## src/rtl/seg_scan_controller.sv

```systemverilog
// seg_scan_controller: time-multiplexed 7-segment display scanner.
//
// A prescaler divides the clock into digit slots. Each slot selects the next digit.
// A frame is one pass over all digits. The digit/dp inputs are captured at each frame
// boundary, so the display never tears mid-frame. A 4-bit PWM counter gates the
// outputs for brightness control. Optional leading-zero blanking is applied to the
// captured digits.
//
// Parameters:
//   DIGITS         number of multiplexed digits (1..16)
//   PRESCALE       clocks per digit slot (multiple of 16, >= 16)
//   SEG_ACTIVE_LOW invert every seg bit at the output
//   SEL_ACTIVE_LOW invert every seg_sel bit at the output
//
// Ports:
//   clk         rising-edge clock
//   reset       synchronous active-high reset
//   digits      hex nibbles, digit k at [4k+3:4k]
//   dp          decimal-point request per digit
//   blank_lz    enable leading-zero blanking
//   brightness  PWM duty code, lit while pwm <= brightness
//   seg         registered segments, bit7 = dp, bits6..0 = g..a
//   seg_sel     registered one-hot digit enable
//   frame_tick  one-cycle pulse at the start of each new frame
module seg_scan_controller #(
  parameter int unsigned DIGITS         = 6,
  parameter int unsigned PRESCALE       = 1024,
  parameter bit          SEG_ACTIVE_LOW = 1'b0,
  parameter bit          SEL_ACTIVE_LOW = 1'b0
) (
  input  logic                  clk,
  input  logic                  reset,
  input  logic [4*DIGITS-1:0]   digits,
  input  logic [DIGITS-1:0]     dp,
  input  logic                  blank_lz,
  input  logic [3:0]            brightness,
  output logic [7:0]            seg,
  output logic [DIGITS-1:0]     seg_sel,
  output logic                  frame_tick
);

  localparam int unsigned IdxW  = (DIGITS > 1) ? $clog2(DIGITS) : 1;
  localparam int unsigned PcntW = $clog2(PRESCALE);

  localparam logic [PcntW-1:0]  PcntMax = PcntW'(PRESCALE - 1);
  localparam logic [IdxW-1:0]   IdxMax  = IdxW'(DIGITS - 1);
  localparam logic [7:0]        SegInv  = {8{SEG_ACTIVE_LOW}};
  localparam logic [DIGITS-1:0] SelInv  = {DIGITS{SEL_ACTIVE_LOW}};

  // Segment font, bits 6..0 = g..a.
  function automatic logic [6:0] font(input logic [3:0] nib);
    logic [6:0] g;
    unique case (nib)
      4'h0: g = 7'h3F;
      4'h1: g = 7'h06;
      4'h2: g = 7'h5B;
      4'h3: g = 7'h4F;
      4'h4: g = 7'h66;
      4'h5: g = 7'h6D;
      4'h6: g = 7'h7D;
      4'h7: g = 7'h07;
      4'h8: g = 7'h7F;
      4'h9: g = 7'h6F;
      4'hA: g = 7'h77;
      4'hB: g = 7'h7C;
      4'hC: g = 7'h39;
      4'hD: g = 7'h5E;
      4'hE: g = 7'h79;
      4'hF: g = 7'h71;
    endcase
    return g;
  endfunction

  logic [PcntW-1:0]    pcnt_q, pcnt_d;
  logic [IdxW-1:0]     idx_q, idx_d;
  logic [3:0]          pwm_q, pwm_d;
  logic [4*DIGITS-1:0] snap_digits_q;
  logic [DIGITS-1:0]   snap_dp_q;
  logic                frame_tick_q;
  logic [7:0]          seg_q;
  logic [DIGITS-1:0]   seg_sel_q;

  logic                slot_end;
  logic                frame_end;
  logic                lit;
  logic                upper_zero;
  logic                blank;
  logic [3:0]          cur_nib;
  logic                cur_dp;
  logic [DIGITS-1:0]   sel_onehot;
  logic [7:0]          seg_raw;
  logic [DIGITS-1:0]   sel_raw;

  assign slot_end  = (pcnt_q == PcntMax);
  assign frame_end = slot_end && (idx_q == IdxMax);

  // Counter next-state.
  always_comb begin
    pcnt_d = slot_end ? '0 : pcnt_q + 1'b1;
    pwm_d  = pwm_q + 4'd1;
    idx_d  = idx_q;
    if (slot_end) begin
      idx_d = (idx_q == IdxMax) ? '0 : idx_q + 1'b1;
    end
  end

  // Select the current digit from the snapshot, and find whether it and every
  // higher digit are zero (the leading-zero condition).
  always_comb begin
    cur_nib    = 4'h0;
    cur_dp     = 1'b0;
    upper_zero = 1'b1;
    sel_onehot = '0;
    for (int k = 0; k < int'(DIGITS); k++) begin
      if (idx_q == IdxW'(k)) begin
        cur_nib       = snap_digits_q[4*k +: 4];
        cur_dp        = snap_dp_q[k];
        sel_onehot[k] = 1'b1;
      end
      if ((IdxW'(k) >= idx_q) && (snap_digits_q[4*k +: 4] != 4'h0)) begin
        upper_zero = 1'b0;
      end
    end
  end

  // Digit 0 is never blanked; a blanked digit still shows its dp.
  assign blank   = blank_lz && (idx_q != '0) && upper_zero;
  assign lit     = (pwm_q <= brightness);
  assign seg_raw = lit ? {cur_dp, (blank ? 7'h00 : font(cur_nib))} : 8'h00;
  assign sel_raw = lit ? sel_onehot : '0;

  // Polarity is folded in before the output registers so that the reset values
  // are inverted too.
  always_ff @(posedge clk) begin
    if (reset) begin
      pcnt_q        <= '0;
      idx_q         <= '0;
      pwm_q         <= '0;
      snap_digits_q <= '0;
      snap_dp_q     <= '0;
      frame_tick_q  <= 1'b0;
      seg_q         <= SegInv;
      seg_sel_q     <= SelInv;
    end else begin
      pcnt_q       <= pcnt_d;
      idx_q        <= idx_d;
      pwm_q        <= pwm_d;
      frame_tick_q <= frame_end;
      if (frame_end) begin
        snap_digits_q <= digits;
        snap_dp_q     <= dp;
      end
      seg_q     <= seg_raw ^ SegInv;
      seg_sel_q <= sel_raw ^ SelInv;
    end
  end

  assign seg        = seg_q;
  assign seg_sel    = seg_sel_q;
  assign frame_tick = frame_tick_q;

endmodule

```

## config.mk

```make
export PLATFORM = sky130hd
export DESIGN_NAME = seg_scan_controller
export DESIGN_NICKNAME = d
export VERILOG_FILES = /design/src/rtl/seg_scan_controller.sv
export SDC_FILE = /design/constraint.sdc
export NUM_CORES = 1
export LEC_CHECK = 0
export ABC_AREA = 1
export ABC_CLOCK_PERIOD_IN_PS = 1900
export CAP_MARGIN = 40
export CELL_PAD_IN_SITES_DETAIL_PLACEMENT = 0
export CELL_PAD_IN_SITES_GLOBAL_PLACEMENT = 1
export CORE_UTILIZATION = 34
export DETAILED_ROUTE_END_ITERATION = 7
export GPL_ROUTABILITY_DRIVEN = 0
export PLACE_DENSITY = 0.73
export SETUP_SLACK_MARGIN = 0.2
export SYNTH_ARGS = -nofsm -noshare
export SYNTH_HDL_FRONTEND = slang
export SYNTH_SLANG_ARGS = --single-unit
```

## constraint.sdc

```tcl
create_clock -name clk -period 1.9 [get_ports clk]
set_input_delay 0.285 -clock clk [delete_from_list [all_inputs] [get_ports clk]]
set_output_delay 0.285 -clock clk [all_outputs]
set_load 0.005 [all_outputs]
```

# [Word level (Yosys, flattened, before mapping)]
# Memories as Yosys holds them, arrays and structs flattened. A register that Yosys moved wholly into a read port is not among the register bits.
# Index checks and enable logic that the tools add are counted.
[word_totals] reg_bits=55 latchBits=0 mem_bits_rw=0 rom_bits=112 input_bits=37 output_inout_bits=15 elab_cells=71 mem_count=1
[op_classes] add_sub_neg=3 mul=0 div_mod_pow=0 order_cmp=7 n_eq_ne=6 shift=0 mux=25 bitwise_logic=1 reduce_logical=20
[mem_list] memory="(name not given)" depth=16 width=7 rd=1 rd_clocked_by_memory_dff=1 wr=0 line="53" text="unique case (nib)"
[op_table] cell="4-bit 2-to-1 mux" n=6
[op_table] cell="4-bit nonzero test" n=6
[op_table] cell="1-bit 2-to-1 mux" n=18
[op_table] cell="10-bit by 1-bit adder with 10-bit output, second input constant" n=1
[op_table] cell="10-bit equality test, second input constant" n=1
[op_table] cell="1-bit logical AND" n=9
[op_table] cell="3-bit by 2-bit equality test with 1-bit output, second input constant" n=2
[op_table] cell="3-bit equality test, second input constant" n=2
[op_table] cell="1-bit by 3-bit greater-or-equal comparator with 1-bit output, first input constant" n=2
[op_table] cell="2-bit by 3-bit greater-or-equal comparator with 1-bit output, first input constant" n=2
[op_table] cell="3-bit greater-or-equal comparator, first input constant" n=2
[op_table] cell="4-bit by 1-bit adder with 4-bit output, second input constant" n=1
[op_table] cell="4-bit <= comparator" n=1
[op_table] cell="2-bit OR reduction" n=2
[op_table] cell="3-bit by 1-bit adder with 3-bit output, second input constant" n=1
[op_table] cell="3-bit by 1-bit equality test with 1-bit output, second input constant" n=1
[op_table] cell="3-bit zero test" n=1
[op_table] cell="3-bit 2-to-1 mux" n=1
[op_table] cell="3-bit nonzero test" n=1
[op_table] cell="3-bit OR reduction" n=1
[op_table] cell="1-bit NOT" n=1

# [Logic depth before layout (Yosys ltp)]
# Gate-level depths: netlist of the first run.
[logic_depth] ltp_word=10 ltp_mapped=17

# [Worst setup path after synthesis of the first run]
# Ideal clock, no wire load.
[synth_timing] path_kind="register to register" startpoint="register idx_q[1]" endpoint="register seg_q[6], in the netlist seg[6]" setup_time_ns=0.116 arrival_ns=2.005 required_time_ns=1.784 path_slack_ns=-0.221 stages_incl_launch_ff=16 n_path_buf=1 synth_period_minus_slack_ns=2.121 cell_sequence="dfxtp_1 -> buf_2 -> inv_1 -> ha_1 -> nand2_1 -> o21ai_0 -> nand3_1 -> nand2_1 -> o21ai_0 -> a21oi_1 -> ha_1 -> inv_1 -> nand2_1 -> nand2_1 -> nor2_1 -> nor2_1"
[synth_via] elab_chain_cells=10
[synth_rtl] item="start, declared" line="75" text="logic [IdxW-1:0] idx_q, idx_d;"
[synth_rtl] item="start signal, assigned" line="146" text="idx_q <= idx_d;"
[synth_rtl] item="1-bit by 3-bit greater-or-equal comparator with 1-bit output" line="120" text="if ((IdxW'(k) >= idx_q) && (snap_digits_q[4*k +: 4] != 4'h0)) begin"
[synth_rtl] item="1-bit logical AND" line="120"
[synth_rtl] item="1-bit 2-to-1 mux (6 in a row)" line="120"
[synth_rtl] item="1-bit logical AND" line="127" text="assign blank = blank_lz && (idx_q != '0) && upper_zero;"
[synth_rtl] item="3-bit OR reduction (no line)"
[synth_rtl] item="end, declared" line="80" text="logic [7:0] seg_q;"
# Several ways; a longest one is shown, not always the timed one.
# A chain may end at the register's enable or synchronous reset.

# [Worst setup path after layout of the first run]
[layout_timing] startpoint="register pcnt_q[1]" endpoint="register snap_digits_q[12]"
[layout_via] elab_chain_cells=2
[layout_rtl] item="start, declared" line="74" text="logic [PcntW-1:0] pcnt_q, pcnt_d;"
[layout_rtl] item="start signal, assigned" line="145" text="pcnt_q <= pcnt_d;"
[layout_rtl] item="10-bit equality test" line="94" text="assign slot_end = (pcnt_q == PcntMax);"
[layout_rtl] item="1-bit logical AND" line="95" text="assign frame_end = slot_end && (idx_q == IdxMax);"
[layout_rtl] item="end signal, assigned" line="150" text="snap_digits_q <= digits;"
[layout_rtl] item="end, declared" line="77" text="logic [4*DIGITS-1:0] snap_digits_q;"
# No other way between the ends.

==> results.md, run 1 <==
* Buffers from clock root to sink, at most at 2
* Headroom to the max-slew limit at 69.8%
* Count of unique library cells instantiated by Yosys at 34
* Number of antenna violations at the first check in global routing at 0
* Global Route met3 Usage at between 4 and 5%
* Final cell utilization of the core at 58.9%
* Layout filler cell count at about 700
* Post-Syn Nets at 444
* Number of top-level pins at between 50 and 60
* Initial Util at 35.3%
* RSZ-0062 raised after global routing: yes
* Largest net degree at the start of global routing at 11
* GRT met2 Usage at 30.0%
* Reg-to-reg critical path endpoint: snap_digits_q[12]$_SDFFE_PP0P_
* Fraction of the cycle the final worst path needs at 100%
* Yosys top cell area share at between 40% and 50%
* Hold WC Path Type: flop to flop
* Top area cells in the synthesized netlist: sky130_fd_sc_hd__dfxtp_1 43%, sky130_fd_sc_hd__nand2_1 10%, sky130_fd_sc_hd__inv_1 7.5%, sky130_fd_sc_hd__o21ai_0 7.2%, sky130_fd_sc_hd__ha_1 6.9%
* Most utilized layer in the global route result: met2
* Failing checks: setup timing
* Cell row count at 33
* # port buffers at 51
* Top cell types by occurrence after synthesis: 79 x sky130_fd_sc_hd__nand2_1, 62 x sky130_fd_sc_hd__dfxtp_1, 58 x sky130_fd_sc_hd__inv_1
* Post-layout total power at 0.00295 W
* Cell taking the most area after synthesis: sky130_fd_sc_hd__dfxtp_1
* Cell breakdown of the critical path: ha_4 > nand2_4 > nor2_4 > nand2_4 > nor4_4 > nand3_1 > nand3b_1 > inv_4 > buf_12 > buf_12 > nand2_2 > o21ai_1
* Root Driver: sky130_fd_sc_hd__clkbuf_8
* Critical path endpoint category: flop
* Total global routing track utilization at 18.1%
* Die span in x at 94.6 um
* Max stage delay cell, worst path: sky130_fd_sc_hd__dfxtp_2
* P per Cell Area at 606 nW/um^2
* Area of combinational cells with multiple inputs at around 1900 sq um
* Worst endpoint data arrival time at 2180 ps
* Non-Filler Instances at 621
* Max Fanout on Critical Path at 8
* Worst hold endpoint: pwm_q[0]$_SDFF_PP0_
* Kind of launch point of the worst setup path: flop
* LEAKAGE at ~2.1 nW
* Total area of sequential cells at 1250 sq um
* Average vias per placed instance at roughly 4.7
* Time the worst path needs with I/O delays and setup at ~1900 ps
* CTS Hold Bufs at 0
* Number of pins exceeding their max-slew limit in the final report at 0
* Number of setup violations in the final report at 3
* Standard cell core area at 8260 sq um
* Sink count of the clock tree at 62
* TritonCTS clock tree: yes
* Detailed router's first-iteration violation count at about 100
* Clk slew on worst S/H paths at 70 ps
* Half-perimeter wire length after placement at 5250 um
* P&R area growth vs syn at 67.0%
* Worst stage delay on the critical path at roughly 360 ps
* Cell count after synthesis at 391
* Number of flops mapped to enable cells by yosys at 0
* Clock latency on the worst-skew pair at 350 ps
* DR pass1 iterations at 5
* Drt drc at 0
* Post-route antenna net violation count at 0
* Slew at the pin closest to its max-slew limit at 449 ps
* Post-synthesis area per instance at roughly 7.5 sq um
* Level count of the clock H-tree at 3
* Placed insts at approximately 580
* Via count of the first global-routing pass at 2610
* TritonCTS buffer count at 9
* Result of the run: finished with violations
* Register bit total from synthesis at 62
* Async set-or-reset flop fraction in the synthesized netlist at 0%
* Number of warnings reported in the yosys synthesis log at 0
* Required arrival time at the worst endpoint at between 2000 and 2500 ps
* Worst Setup Path Type: flop to flop
* Final net count at 564
* Endpoints failing hold at 0
* Top_reg_cell synth: sky130_fd_sc_hd__dfxtp_1
* Worst setup skew after layout at 7.81 ps
* Register-to-register setup slack at -7 ps
* Total Die Area at between 8000 and 9000 sq um
* First-pass GRT wire length at 12300 um
* Synthesized area at 2920 sq um
* Part of the Yosys area used for sequential elements at a little over two fifths
* Worst hold start: pwm_q[0]$_SDFF_PP0_
* GR Layer Usage met1 at 22.6%
* Worst-case vdd ir drop at 0.453 mV
* Total global routing overflow at 0
* WL final at 8050 um
* Length in cells of the worst reg-to-reg path at 12
* Fraction of layout instances using a drive strength above 1 at between 30% and 40%
* Final setup margin at -7.08 ps
* Diodes inserted at 0
* Launch point of the worst reg-to-reg path: pcnt_q[1]$_SDFF_PP0_
* Most common cell in the synthesized netlist: sky130_fd_sc_hd__nand2_1
* Vias at 2946
* Max frequency at 524 MHz
* Maximum Capacitance Violations at 0
* Routed length per instance at 13.0 um
* Vertical extent of the die at 94.6 um
* WHS Path Cells at 1
[sequential cells by signal, summed over array words and instances, names as in the netlist]
register / cells
snap_digits_q: 24
seg_sel: 6
seg: 8
idx_q: 3
snap_dp_q: 6
frame_tick: 1
pcnt_q: 10
pwm_q: 4
[cells by family after synthesis]
| kind of cell | Yosys count | share of synthesized area, % |
|---|---|---|
| buf+inv | 70 | 9.57 |
| xor+xnor | 6 | 1.80 |
| compound gates | 72 | 13.3 |
| flops | 62 | 42.6 |
| fa+ha+maj | 16 | 6.87 |
| simple gates | 165 | 25.8 |
[stage by stage]
stage	area, sq um	hold WS, ps	setup TNS, ps	setup WS (ps)
3_5_place_dp	3870	450	-1180	-174
5_1_grt	4870	485	-3810	-127
3_3_place_gp	3870	434	-838	-122
4_1_cts	4510	466	0	56.8
2_1_floorplan	2980	356	0	77.7
6_report	4870	456	-11.1	-7.08
[cell usage in the layout, fill, tap and decap left out, drive strengths merged]
master,count
inv,63
buf,65
nand3,26
dfxtp,62
ha,16
o21a,2
nor3b,3
nor4,4
o31ai,1
o22ai,1
clkinv,1
nor3,2
o21ai,50
nand4,7
xor2,5
a21oi,16
bufinv,2
clkdlybuf4s50,51
nor2,39
nand2,82
clkbuf,13
xnor2,1
o21bai,1
o211ai,1
nand3b,2
[power by group]
part	total (W)	switching (W)	internal, W	leakage (nW)
clock network	0.00137	0.000527	0.000845	0.120
registers	0.00134	0.0000152	0.00132	0.505
logic	0.000239	0.0000956	0.000143	1.49
total	0.00295	0.000638	0.00231	2.11
[what timing repair did]
action,CTS,global route
buffers inserted,17,8
resized for setup,66,85
endpoints found under the setup margin,42,50
pin swaps,5,16
cloned,4,0
[worst max-delay path, delay by kind of cell, from the launching register on]
| family | cells | cell delay (ps) |
|---|---|---|
| buffers and inverters | 3 | 370 |
| and+or+nand+nor | 7 | 900 |
| AOI/OAI and AO/OA | 1 | 70 |
| adders and majority gates | 1 | 150 |
| DFF | 1 | 360 |
[worst max path at each step]
stage	startpoint	to	slack, ps	cells past startpoint
global route	pcnt_q[1]$_SDFF_PP0_	snap_dp_q[3]$_SDFFE_PP0P_	-130	12
detailed placement	brightness[1]	seg[2]$_SDFF_PP0_	-170	11
CTS	idx_q[1]$_SDFFE_PP0N_	seg[6]$_SDFF_PP0_	60	14
global placement	brightness[1]	seg[2]$_SDFF_PP0_	-120	11
floorplan	idx_q[1]$_SDFFE_PP0N_	seg[3]$_SDFF_PP0_	80	14
finish	pcnt_q[1]$_SDFF_PP0_	snap_digits_q[12]$_SDFFE_PP0P_	-7	12
[metal layers]
| layer | vias to the layer above | share of wire (%) |
|---|---|---|
| met2 | 67 | 50 |
| met1 | 1366 | 44 |
| met4 | 0 | 1.2 |
| met5 | - | 0 |
| li1 | 1504 | - |
| met3 | 9 | 4.6 |
[area by class of cell]
cell class / instances / share of cell area [%]
clock buffer: 13 / 3.47
multi-input combinational: 259 / 38.6
clock inverter: 3 / 1.34
tap: 105 / 2.70
inverter: 63 / 5.06
timing repair buffer: 116 / 23.1
sequential: 62 / 25.7
No activity file was read; power rests on OpenSTA's default activity.
==> inputs of run 2 (changes only) <==
--- a/config.mk
+++ b/config.mk
@@ -12,8 +12,9 @@
 export CELL_PAD_IN_SITES_GLOBAL_PLACEMENT = 1
 export CORE_UTILIZATION = 34
 export DETAILED_ROUTE_END_ITERATION = 7
+export DONT_BUFFER_PORTS = 1
 export GPL_ROUTABILITY_DRIVEN = 0
-export PLACE_DENSITY = 0.73
+export PLACE_DENSITY = 0.62
 export SETUP_SLACK_MARGIN = 0.2
 export SYNTH_ARGS = -nofsm -noshare
 export SYNTH_HDL_FRONTEND = slang
==> run 2 against run 1 <==
Non-clock buffer count is 56 lower; largest power group unchanged; wire length increased by 0.41%; the run still ends with setup timing left; clock skew grew 1.0 ps; die area unchanged; clock power is 5% higher; via count shrank 9.3%; core utilization down 5.5 points.
==> results.md, run 2 (synthesis results as in run 1) <==
* Worst stage delay on the critical path at 390 ps
* Largest register FFs at 24
* Layout filler cell count at 795
* Standard cell core area at 8260 sq um
* Drt drc at 0
* Diodes inserted at 0
* P&R area growth vs syn at 51.5%
* Via count of the first global-routing pass at 2602
* Time the worst path needs with I/O delays and setup at approximately 1900 ps
* Max stage delay cell, worst path: sky130_fd_sc_hd__dfxtp_4
* Worst hold endpoint: snap_digits_q[5]$_SDFFE_PP0P_
* Clk slew on worst S/H paths at 80 ps
* Worst-case vdd ir drop at approximately 0.39 mV
* Max Fanout on Critical Path at 7
* Total global routing track utilization at 19.3%
* Slew at the pin closest to its max-slew limit at 384 ps
* WL final at ~8100 um
* Length in cells of the worst reg-to-reg path at 13
* Required arrival time at the worst endpoint at 2130 ps
* Initial Util at 35.3%
* Result of the run: finished with violations
* Detailed router's first-iteration violation count at just under 70
* # port buffers at 0
* Level count of the clock H-tree at 3
* Die span in x at about 95 um
* Fraction of the cycle the final worst path needs at 102%
* Total global routing overflow at 0
* Vias at roughly 2700
* Average vias per placed instance at 4.73
* Maximum Capacitance Violations at 0
* Max frequency at 518 MHz
* TritonCTS buffer count at 9
* Biggest register: snap_digits_q
* Headroom to the max-slew limit at between 70% and 80%
* Vertical extent of the die at 94.6 um
* Cell breakdown of the critical path: inv_4 > ha_4 > nand2_4 > o21ai_2 > nand3_1 > nand2_2 > o21ai_4 > nand2_1 > o21ai_4 > buf_4 > ha_2 > nor3b_2 > nor2_1
* P per Cell Area at 665 nW/um^2
* Sink count of the clock tree at 62
* Endpoints failing hold at 0
* Total Die Area at 8950 sq um
* TritonCTS clock tree: yes
* Worst endpoint data arrival time at about 2200 ps
* Half-perimeter wire length after placement at 5220 um
* Area of combinational cells with multiple inputs at 1860 sq um
* Total non-filler cell area in the finished layout at 4420 sq um
* DR pass1 iterations at 4
* WHS Path Cells at 2
* Register-to-register setup slack at -30 ps
* Commonest non-fill, non-tap cell in the layout: sky130_fd_sc_hd__dfxtp_1
* Post-layout total power at 0.00294 W
* Most frequent cell on the critical path: sky130_fd_sc_hd__o21ai_4
* Fraction of layout instances using a drive strength above 1 at 41.3%
* Hold WC Path Type: primary input to flop
* Worst setup skew after layout at 8.84 ps
* Combined buffer and inverter count along the critical path at 2
* Reg-to-reg critical path endpoint: seg[2]$_SDFF_PP0_
* Post-place instance area at 3330 sq um
* RSZ-0062 raised after global routing: yes
* Largest net degree at the start of global routing at 16
* Critical path endpoint category: flop
* Routed length per instance at 14.3 um
* Post-route antenna net violation count at 0
* First-pass GRT wire length at between 10000 and 15000 um
* LEAKAGE at 1.85 nW
* Number of antenna violations at the first check in global routing at 0
* Number of top-level pins at 52
* Number of pins exceeding their max-slew limit in the final report at 0
* Kind of launch point of the worst setup path: flop
* Top library cells by usage in the layout, fill and taps aside: 58 x sky130_fd_sc_hd__dfxtp_1, 54 x sky130_fd_sc_hd__inv_1, 54 x sky130_fd_sc_hd__nand2_1
* Buffers from clock root to sink, at most at 2
* Launch point of the worst reg-to-reg path: idx_q[1]$_SDFFE_PP0N_
* Final net count at around 510
* Root Driver: sky130_fd_sc_hd__clkbuf_8
* Cell row count at 33
* Final setup margin at -29.1 ps
* Cell family with most CP delay: simple AND/OR/NAND/NOR gates
* Total area of sequential cells at 1250 sq um
* Worst hold start: digits[5]
* Clock latency on the worst-skew pair at 330 ps
* Failing checks: setup timing
* Worst Setup Path Type: flop to flop
* Number of setup violations in the final report at 5
==> run 2: changes by cell type in the layout (fill, tap and decap cells not counted), sizes merged <==
cell / change
clkinv: +2
clkdlybuf4s50: -51
dlygate4sd3: +1
buf: -7
bufinv: +1
clkbuf: -2
==> run 2: worst register-to-register path: stages, from the launching register on <==
cell                      delay, ps
sky130_fd_sc_hd__dfxtp_4        390
sky130_fd_sc_hd__inv_4           70
sky130_fd_sc_hd__ha_4           160
sky130_fd_sc_hd__nand2_4         70
sky130_fd_sc_hd__o21ai_2        110
sky130_fd_sc_hd__nand3_1        100
sky130_fd_sc_hd__nand2_2        100
sky130_fd_sc_hd__o21ai_4         80
sky130_fd_sc_hd__nand2_1        110
sky130_fd_sc_hd__o21ai_4         90
sky130_fd_sc_hd__buf_4          150
sky130_fd_sc_hd__ha_2           170
sky130_fd_sc_hd__nor3b_2        170
sky130_fd_sc_hd__nor2_1          60
==> run 2: power by group <==
group | internal [W] | total [W] | leakage, nW | switching, W
logic | 0.0000758 | 0.000157 | 1.21 | 0.0000815
registers | 0.00132 | 0.00134 | 0.505 | 0.0000167
clock network | 0.000905 | 0.00144 | 0.126 | 0.000535
total | 0.00230 | 0.00294 | 1.85 | 0.000633
==> run 2: worst max path at each step <==
| stage | slack, ps | end | startpoint | depth (start not counted) |
|---|---|---|---|---|
| 2_1_floorplan | 80 | seg[3]$_SDFF_PP0_ | idx_q[1]$_SDFFE_PP0N_ | 14 |
| 3_3_place_gp | -120 | seg[6]$_SDFF_PP0_ | idx_q[1]$_SDFFE_PP0N_ | 13 |
| 3_5_place_dp | -160 | seg[6]$_SDFF_PP0_ | idx_q[0]$_SDFFE_PP0N_ | 14 |
| 4_1_cts | -9 | seg[2]$_SDFF_PP0_ | idx_q[1]$_SDFFE_PP0N_ | 12 |
| 5_1_grt | -150 | seg[2]$_SDFF_PP0_ | idx_q[1]$_SDFFE_PP0N_ | 13 |
| 6_report | -30 | seg[2]$_SDFF_PP0_ | idx_q[1]$_SDFFE_PP0N_ | 13 |
==> run 2: layout make-up <==
cell class	instances	share of cell area, %
multi-input combinational	259	42.1
sequential	62	28.3
timing repair buffer	60	15.5
inverter	63	5.53
clock buffer	10	3.12
tap	105	2.98
clock inverter	6	2.47
==> run 2: metal layers <==
metal	wire (um)	track usage, %	vias to the layer above
li1	-	-	1394
met1	3750	24.5	1222
met4	140	8.96	0
met2	3840	30.5	45
met5	0	0	-
met3	361	4.91	10
==> run 2: per-stage QoR <==
step	util [%]	hold WS [ps]	cells	TNS, ps	worst slack [ps]
3_3_place_gp	40.4	359	518	-518	-121
6_report	53.5	49.4	565	-51.4	-29.1
2_1_floorplan	-	356	391	0	77.7
3_5_place_dp	40.4	359	518	-625	-155
4_1_cts	49.5	48.5	554	-10.4	-9.18
5_1_grt	53.5	34.4	565	-3550	-155
==> run 2: repair_timing <==
item / 4_1_cts / 5_1_grt
resized for setup: 86 / 62
gates cloned: 5 / 1
hold buffers: 1 / 0
hold endpoints to repair: 4 / 0
setup buffers: 14 / 10
setup endpoints to repair: 48 / 51
pin swaps: 18 / 16
==> inputs of run 3 (changes only) <==
--- a/config.mk
+++ b/config.mk
@@ -19,3 +19,4 @@
 export SYNTH_ARGS = -nofsm -noshare
 export SYNTH_HDL_FRONTEND = slang
 export SYNTH_SLANG_ARGS = --single-unit
+export TNS_END_PERCENT = 5
==> run 3 against run 2 <==
The flow now finishes without violations; clock skew rose by 0.95 ps; critical endpoint unchanged; critical path type unchanged; largest power group is now sequential cells; flip-flop and latch count is the same; clock power is 13% lower; first-iteration DRC count up 77%.
==> results.md, run 3 (synthesis results as in run 1) <==
* Total global routing track utilization at 18.0%
* Cell breakdown of the critical path: inv_4 > ha_4 > nand2_4 > o21ai_2 > nand3_1 > nand2_2 > o21ai_4 > a21oi_4 > ha_1 > nand3_1 > o21ai_0 > nor2_1
* Layout filler cell count at 824
* Headroom to the max-slew limit at 71.4%
* P per Cell Area at 651 nW/um^2
* # port buffers at 0
* Max Fanout on Critical Path at 7
* Routed length per instance at 13.7 um
* Level count of the clock H-tree at 3
* Fraction of the cycle the final worst path needs at 98.1%
* Vertical extent of the die at 94.6 um
* Kind of launch point of the worst setup path: flop
* Required arrival time at the worst endpoint at around 2100 ps
* Max frequency at approximately 540 MHz
* Maximum Capacitance Violations at 0
* Number of top-level pins at 52
* Fraction of layout instances using a drive strength above 1 at approximately a third
* P&R area growth vs syn at 44.0%
* Worst stage delay on the critical path at 380 ps
* Max stage delay cell, worst path: sky130_fd_sc_hd__dfxtp_4
* Worst-case vdd ir drop at 0.309 mV
* Clk slew on worst S/H paths at around 70 ps
* Cell row count at 33
* Buffers from clock root to sink, at most at 2
* Clock latency on the worst-skew pair at 340 ps
* Largest register FFs at 24
* Worst Setup Path Type: flop to flop
* Vias at around 2700
* Number of antenna violations at the first check in global routing at 0
* Worst endpoint data arrival time at 2100 ps
* Number of pins exceeding their max-slew limit in the final report at 0
* Slew at the pin closest to its max-slew limit at between 400 and 500 ps
* Detailed router's first-iteration violation count at roughly 120
* Combined buffer and inverter count along the critical path at 1
* Sum of negative setup slack at 0 ps
* Top library cells by usage in the layout, fill and taps aside: 60 x sky130_fd_sc_hd__nand2_1, 57 x sky130_fd_sc_hd__dfxtp_1, 54 x sky130_fd_sc_hd__inv_1
* Root Driver: sky130_fd_sc_hd__clkbuf_8
* Hold WC Path Type: primary input to flop
* Commonest non-fill, non-tap cell in the layout: sky130_fd_sc_hd__nand2_1
* Die span in x at approximately 95 um
* Total Die Area at 8950 sq um
* Post-place instance area at 3350 sq um
* Initial Util at about a third
* Drt drc at 0
* Number of setup violations in the final report at 0
* Worst setup skew after layout at 9.79 ps
* TritonCTS clock tree: yes
* WL final at 7810 um
* Sink count of the clock tree at 62
* Most frequent cell on the critical path: sky130_fd_sc_hd__nand3_1
* Final net count at 513
* Total non-filler cell area in the finished layout at 4200 sq um
* RSZ-0062 raised after global routing: yes
* Placed insts at about 530
* Endpoints failing hold at 0
* Diodes inserted at 0
* Biggest register: snap_digits_q
* Time the worst path needs with I/O delays and setup at 1860 ps
* First-pass GRT wire length at between 10000 and 15000 um
* Average vias per placed instance at 4.75
* Result of the run: completed
* Largest net degree at the start of global routing at 20
* DR pass1 iterations at 4
* TritonCTS buffer count at 9
* Critical path endpoint category: flop
* Non-Filler Instances at 570
* Half-perimeter wire length after placement at around 5200 um
* Via count of the first global-routing pass at 2530
* LEAKAGE at roughly 1.8 nW
* Cell family with most CP delay: compound AO/OA/AOI/OAI gates
* Standard cell core area at between 8000 and 9000 sq um
* Post-route antenna net violation count at 0
* Total global routing overflow at 0
[run 3: layout make-up]
type / instances / area [sq um] / area share, %
multi-input cells: 259 / 1710 / 40.8
flip-flops and latches: 62 / 1250 / 29.8
repair buffers: 65 / 634 / 15.1
inverters: 63 / 249 / 5.93
clock buffers: 13 / 179 / 4.26
well taps: 105 / 131 / 3.13
clock inverters: 3 / 40.0 / 0.954
[run 3: final timing paths]
kind / start / end / slack [ps] / cells past startpoint
max: idx_q[1]$_SDFFE_PP0N_ / seg[2]$_SDFF_PP0_ / 40 / 12
min: digits[2] / snap_digits_q[2]$_SDFFE_PP0P_ / 40 / 2
max reg2reg: idx_q[1]$_SDFFE_PP0N_ / seg[2]$_SDFF_PP0_ / 40 / 12
min reg2reg: snap_dp_q[4]$_SDFFE_PP0P_ / snap_dp_q[4]$_SDFFE_PP0P_ / 460 / 2
[run 3: metal layers]
metal | part of all wire [%] | wire length, um | global-route usage [%] | vias up
met2 | 45 | 3480 | 27.8 | 57
met4 | 2.2 | 168 | 8.84 | 0
met3 | 5.8 | 455 | 5.80 | 14
li1 | - | - | - | 1403
met5 | 0 | 0 | 0 | -
met1 | 47 | 3700 | 22.3 | 1236
[run 3: power by group]
| part | internal [W] | total, W | switching [W] |
|---|---|---|---|
| clock network | 0.000745 | 0.00126 | 0.000515 |
| registers | 0.00132 | 0.00134 | 0.0000180 |
| logic | 0.0000620 | 0.000129 | 0.0000669 |
| total | 0.00213 | 0.00273 | 0.000600 |
[run 3: what timing repair did]
action,CTS,global route
buffers inserted,16,3
endpoints found under the hold margin,4,0
hold buffers,4,0
setup endpoints to repair,47,51
gates resized for setup,44,72
gates cloned,0,5
pin swaps,22,22
[run 3: through the flow]
step	hold slack [ps]	power, W	setup WS (ps)	util [%]
6_report	40.4	0.00273	36.8	50.8
5_1_grt	40.0	0.00284	-93.1	50.8
3_5_place_dp	360	0.00146	-162	40.6
3_3_place_gp	358	0.00146	-112	40.6
2_1_floorplan	356	0.00143	53.8	-
4_1_cts	42.9	0.00273	37.9	47.2
